`src/rtl/serial_pkg.sv`:
```
// Shared types and defaults for the bit-serial adder.
// Imported by the top level and by the testbench.
package serial_pkg;

  localparam int DEF_WIDTH = 8;

  typedef enum logic {
    IDLE  = 1'b0,
    SHIFT = 1'b1
  } state_e;

endpackage

```
`src/rtl/full_adder.sv`:
```
// Gate-level full adder cell.
// Two half-adder stages whose carries are merged by an OR.
module full_adder (
  input  logic a,
  input  logic b,
  input  logic cin,
  output logic s,
  output logic cout
);

  logic h1_s;
  logic h1_c;
  logic h2_c;

  assign h1_s = a ^ b;
  assign h1_c = a & b;

  assign s    = h1_s ^ cin;
  assign h2_c = h1_s & cin;

  assign cout = h1_c | h2_c;

endmodule

```
`src/rtl/serial_adder.sv`:
```
// Bit-serial unsigned adder: one full-adder cell, LSB first.
// Produces {cout,sum} = a + b after WIDTH shift cycles.
module serial_adder
  import serial_pkg::*;
#(
  parameter int WIDTH = DEF_WIDTH
) (
  input  logic             clk,
  input  logic             rst_n,
  input  logic             start,
  input  logic [WIDTH-1:0] a,
  input  logic [WIDTH-1:0] b,
  output logic             busy,
  output logic             done,
  output logic [WIDTH-1:0] sum,
  output logic             cout
);

  localparam int CW = $clog2(WIDTH);
  localparam logic [CW-1:0] LAST = CW'(WIDTH - 1);

  state_e           state_q, state_d;
  logic [WIDTH-1:0] a_sr_q, a_sr_d;
  logic [WIDTH-1:0] b_sr_q, b_sr_d;
  logic [WIDTH-1:0] s_sr_q, s_sr_d;
  logic [WIDTH-1:0] sum_q, sum_d;
  logic [CW-1:0]    cnt_q, cnt_d;
  logic             carry_q, carry_d;
  logic             cout_q, cout_d;
  logic             done_q, done_d;
  logic             s_bit;
  logic             c_bit;

  full_adder u_fa (
    .a    (a_sr_q[0]),
    .b    (b_sr_q[0]),
    .cin  (carry_q),
    .s    (s_bit),
    .cout (c_bit)
  );

  always_comb begin
    state_d = state_q;
    a_sr_d  = a_sr_q;
    b_sr_d  = b_sr_q;
    s_sr_d  = s_sr_q;
    sum_d   = sum_q;
    cnt_d   = cnt_q;
    carry_d = carry_q;
    cout_d  = cout_q;
    done_d  = 1'b0;
    unique case (state_q)
      IDLE: begin
        if (start) begin
          state_d = SHIFT;
          a_sr_d  = a;
          b_sr_d  = b;
          s_sr_d  = '0;
          carry_d = 1'b0;
          cnt_d   = '0;
        end
      end
      SHIFT: begin
        carry_d = c_bit;
        s_sr_d  = {s_bit, s_sr_q[WIDTH-1:1]};
        a_sr_d  = {1'b0, a_sr_q[WIDTH-1:1]};
        b_sr_d  = {1'b0, b_sr_q[WIDTH-1:1]};
        cnt_d   = cnt_q + 1'b1;
        // Last bit: publish the result including this cycle's sum bit
        if (cnt_q == LAST) begin
          state_d = IDLE;
          sum_d   = {s_bit, s_sr_q[WIDTH-1:1]};
          cout_d  = c_bit;
          done_d  = 1'b1;
        end
      end
      default: state_d = IDLE;
    endcase
  end

  always_ff @(posedge clk or negedge rst_n) begin
    if (!rst_n) begin
      state_q <= IDLE;
      a_sr_q  <= '0;
      b_sr_q  <= '0;
      s_sr_q  <= '0;
      sum_q   <= '0;
      cnt_q   <= '0;
      carry_q <= 1'b0;
      cout_q  <= 1'b0;
      done_q  <= 1'b0;
    end else begin
      state_q <= state_d;
      a_sr_q  <= a_sr_d;
      b_sr_q  <= b_sr_d;
      s_sr_q  <= s_sr_d;
      sum_q   <= sum_d;
      cnt_q   <= cnt_d;
      carry_q <= carry_d;
      cout_q  <= cout_d;
      done_q  <= done_d;
    end
  end

  assign busy = (state_q == SHIFT);
  assign done = done_q;
  assign sum  = sum_q;
  assign cout = cout_q;

endmodule

```
`config.mk`:
```
export PLATFORM = sky130hd
export DESIGN_NAME = serial_adder
export DESIGN_NICKNAME = d
export VERILOG_FILES = /design/src/rtl/serial_pkg.sv /design/src/rtl/full_adder.sv /design/src/rtl/serial_adder.sv
export SDC_FILE = /design/constraint.sdc
export NUM_CORES = 1
export LEC_CHECK = 0
export ABC_AREA = 1
export ABC_CLOCK_PERIOD_IN_PS = 1700
export CORE_MARGIN = 10
export CORE_UTILIZATION = 53
export CTS_BUF_LIST = sky130_fd_sc_hd__clkbuf_8
export DETAILED_ROUTE_END_ITERATION = 7
export PLACE_DENSITY = 0.92
export SLEW_MARGIN = 10
export SYNTH_ARGS = -nofsm -noshare
export SYNTH_HDL_FRONTEND = slang
export SYNTH_SLANG_ARGS = --single-unit
```
`constraint.sdc`:
```
create_clock -name clk -period 1.7 [get_ports clk]
set_input_delay 0.425 -clock clk [delete_from_list [all_inputs] [get_ports clk]]
set_output_delay 0.425 -clock clk [all_outputs]
set_load 0.01 [all_outputs]
```
[Word level (Yosys, flattened, before mapping)]
Index checks and enable logic that the tools add are counted.
Word-level totals
  flip-flop bits (word level): 39
  memories: 0
  bits in writable memories: 0
  ROM bits: 0
  bits in latches: 0
  word-level logic and storage cells: 34
Operators by class
  reduce and logical (&&, ||, !) cells: 1
  $mul: 0
  multiplexer cells: 15
  bitwise logic cells: 6
  add/sub/neg operators: 1
  shifts and indexed selects: 0
  equality and inequality tests: 2
  div/mod/pow operators: 0
  $lt $le $gt $ge: 0
Operators with widths (number)
  one-hot mux 8 bit (2 select lines): 3
  two-way mux 8 bit: 3
  one-hot mux 3 bit (2 select lines): 1
  two-way mux 1 bit: 5
  one-hot mux 1 bit (2 select lines): 2
  adder 3 x 1 -> 3 bit (second input constant): 1
  == test 3 bit (second input constant): 1
  two-way mux 3 bit: 1
  bitwise AND 1 bit: 2
  inequality test 2 bit (second input constant): 1
  AND reduction 2 bit: 1
  XOR 1 bit: 2
  NOT 1 bit: 1
  OR 1 bit: 1

[Longest topological paths before layout]
  depth after elaboration: 4
  mapped depth: 6

[By module]
Synthesis repeated with hierarchy kept, for this count alone.
Unflattened totals
  cells, all modules: 168
  area, all modules: 1606.5 um^2
By module, submodules not included
  serial_adder: cells an instance 167, times used 1, area each 1586.5 um^2, sequential area each 950.9 um^2
  full_adder: cells an instance 1, times used 1, area each 20.0 um^2, sequential area each 0.0 um^2

[Worst setup path before layout]
No wires, ideal clock.
  path type: register to register
  start point: register cnt_q[0]
  end point: register sum_q[1] (netlist: sum[1])
  buffers on the path: 1
  setup time: 0.126 ns
  slack: 0.423 ns
  required time: 1.574 ns
  period minus slack after synthesis: 1.277 ns
  data arrival time: 1.151 ns
  cell stages (with the launch flop): 6
  path through: dfrtp_1 -> ha_1 -> ha_1 -> nand2_1 -> buf_2 -> o21ai_0
Between the ends
  cells in the longest elaborated chain, start to end: 2
Ends and longest elaborated chain
  start: declaration: line serial_adder.sv:27  | logic [CW-1:0] cnt_q, cnt_d;
  start signal: assignment: line serial_adder.sv:98  | cnt_q <= cnt_d;
  == test 3 bit: line serial_adder.sv:70  | if (cnt_q == LAST) begin
  AND reduction 2 bit (no line)
  end signal: assignment: line serial_adder.sv:97  | sum_q <= sum_d;
  end: declaration: line serial_adder.sv:26  | logic [WIDTH-1:0] sum_q, sum_d;
Every way passes these cells.
A chain may end at the register's enable or synchronous reset.

[Worst setup path after layout]
  start point: register state_q (netlist: busy)
  end point: output port busy
RTL lines
  start: declaration: line serial_adder.sv:22  | state_e state_q, state_d;
  start signal: assignment: line serial_adder.sv:93  | state_q <= state_d;
  end: declaration: line serial_adder.sv:13  | output logic busy,
No word-level cell between the ends.

==> run metrics <==
outcome=completed; Worst Path Buf+Inv=1; CTS buffer count=5; Pwr per Cell Area=1580 mW/mm²; Comb power frac=34.1%; largest net degree at the start of global routing=39; Tightest Pin Transition=0.368 ns; Synth Cell Area=0.00161 mm²; first-pass GRT wire length=5240 µm; Die Y=75.1 µm; Iter 0 DRT Violations=71; maximum VDD drop=0.768 mV; width of the die=75.1 µm; per-cell routed wire length=13.0 µm; Post-CTS Resized=0; Int Power=2060 µW; max_cap viols=0; Final Util=70.4%; Synth Register Bits=38; Remaining DRCs=0; Setup WS pre-CTS=0.117 ns; crit-path cells=clkdlybuf4s50_1; register area share after synthesis=59.2%; CTS tree=yes; Switching Share=34.4%; slowest CP cell=clkdlybuf4s50_1; clock latency on the worst-skew pair=0.29 ns; fin nets=223; gr ovfl total=0; Initial Util=56.8%; Final Max Slew Viols=0; count of hold-fix buffers inserted at cts=0; gr usage total=11.9%; layout cells sized above 1=7.92%; YS warnings=0; worst hold margin=0.475 ns; final worst slack=0.0816 ns; Leak=0.000974 µW; critical path class=flip-flop to primary output; Syn Area/Cell=9.51 µm²; Core ar.=0.00283 mm²; Worst path max stage delay=0.55 ns; fmax=618 MHz; Setup crit end kind=primary output; Port Buffers=29; required time worst endpoint=1.27 ns; Die Area=0.00563 mm²; cell family with most CP delay=buffers and inverters; critical path peak fanout=2; dpl hpwl=2200 µm; Critical Path AT=1.19 ns; skew final=0.00419 ns; Setup-failing EPs final=0; leading cell types in the layout, fill and taps excluded=61 x nand2_1, 38 x dfrtp_1, 30 x nand3_1, 29 x clkdlybuf4s50_1, 11 x o21ai_0; Ant. Diodes=0; Area Overhead vs Synth=23.9%; Slew headroom=75.5%; row count=19; routed wire length=3030 µm; CTS root buffer=clkbuf_8; number of detailed-routing iterations run before antenna repair=5; Post-Layout Cell Count=233; Psw=1080 µW; cell count after placement=225; Clock transition at path regs=0.07 ns; post-CTS setup buffer count=0; Syn Inst Count=169; Clock Power Share=19.6%; vias in the first global route=1,241; via/cell ratio=5.29; initial antenna violation count=0; Detail Route Antenna Nets=0; Synthesized Nets=191; crit path launch type=flip-flop; RSZ-0062 raised after global routing=no; R2R setup slack=0.32 ns; Cell variety after synth=16; Hold Crit Class=flip-flop to flip-flop; Sink Count=38; CTS max path bufs=2; commonest non-fill, non-tap cell in the layout=nand2_1; Top Ports=30; Final Wtd Congestion=0.755; htree depth=2; total number of vias=1,233; Final Hold Fails=0; fin crit period=1.62 ns; final period utilization=95.2%; Setup TNS=0 ns; share of power burned in registers=46.3%
==> worst paths after layout <==
check,start,end,cells past startpoint
hold / removal,b_sr_q[7],b_sr_q[7],2
setup / recovery,busy,busy,1
min in group asynchronous,rst_n,sum[3],2
hold reg to reg,b_sr_q[7],b_sr_q[7],2
setup reg to reg,cnt_q[0],sum[6],6
max in group asynchronous,rst_n,a_sr_q[7],2
==> area by class of cell <==
class	instances	area, µm²
Sequential cell	38	951
Inverter	9	33.8
Multi-Input combinational cell	113	536
Clock buffer	6	82.6
Tap cell	31	38.8
Clock inverter	2	8.76
Fill cell	234	838
Timing Repair Buffer	34	340
==> per-stage QoR <==
step           total power, µW  area, µm²
6_report                  3140       1990
3_5_place_dp              2570       1900
5_1_grt                   3410       1990
4_1_cts                   3190       1990
2_1_floorplan             2180       1610
3_3_place_gp              2490       1900
==> logic make-up (layout without fill, tap and decap cells) <==
kind of cell	Yosys count	after routing	share of synthesized area (%)
simple gates	95	95	25.9
flops	38	38	59.2
buf+inv	18	51	7.48
compound gates	15	15	4.67
fa+ha+maj	3	3	2.80
==> sequential cells by signal, summed over array words and instances (netlist names) <==
| register | count |
|---|---|
| a_sr_q | 8 |
| b_sr_q | 8 |
| busy | 1 |
| carry_q | 1 |
| cnt_q | 3 |
| cout | 1 |
| done | 1 |
| s_sr_q | 7 |
| sum | 8 |
==> power by group through the flow <==
stage                     Sequential, µW  Combinational, µW  Clock (µW)
after CTS                           1460               1100         635
after floorplan                     1480                700           0
final                               1460               1070         617
after detailed placement            1470               1100           0
after global routing                1500               1250         664
after global placement              1450               1040           0
==> synthesized netlist by cell type (all sizes together) <==
| master | count | area, µm² |
|---|---|---|
| fa | 1 | 20.0 |
| nor2 | 2 | 23.8 |
| ha | 2 | 25.0 |
| dfrtp | 38 | 951 |
| buf | 9 | 86.3 |
| nand2 | 63 | 241 |
| inv | 9 | 33.8 |
| o21ai | 15 | 75.1 |
| nand3 | 30 | 150 |
==> metal layers <==
layer  global-route usage, %  routed length (µm)
met5                       0                   0
met1                    13.4                1300
met2                    20.0                1400
met4                    3.78                  47
met3                    4.99                 275
Note: power is estimated with default switching activity, not from simulation.
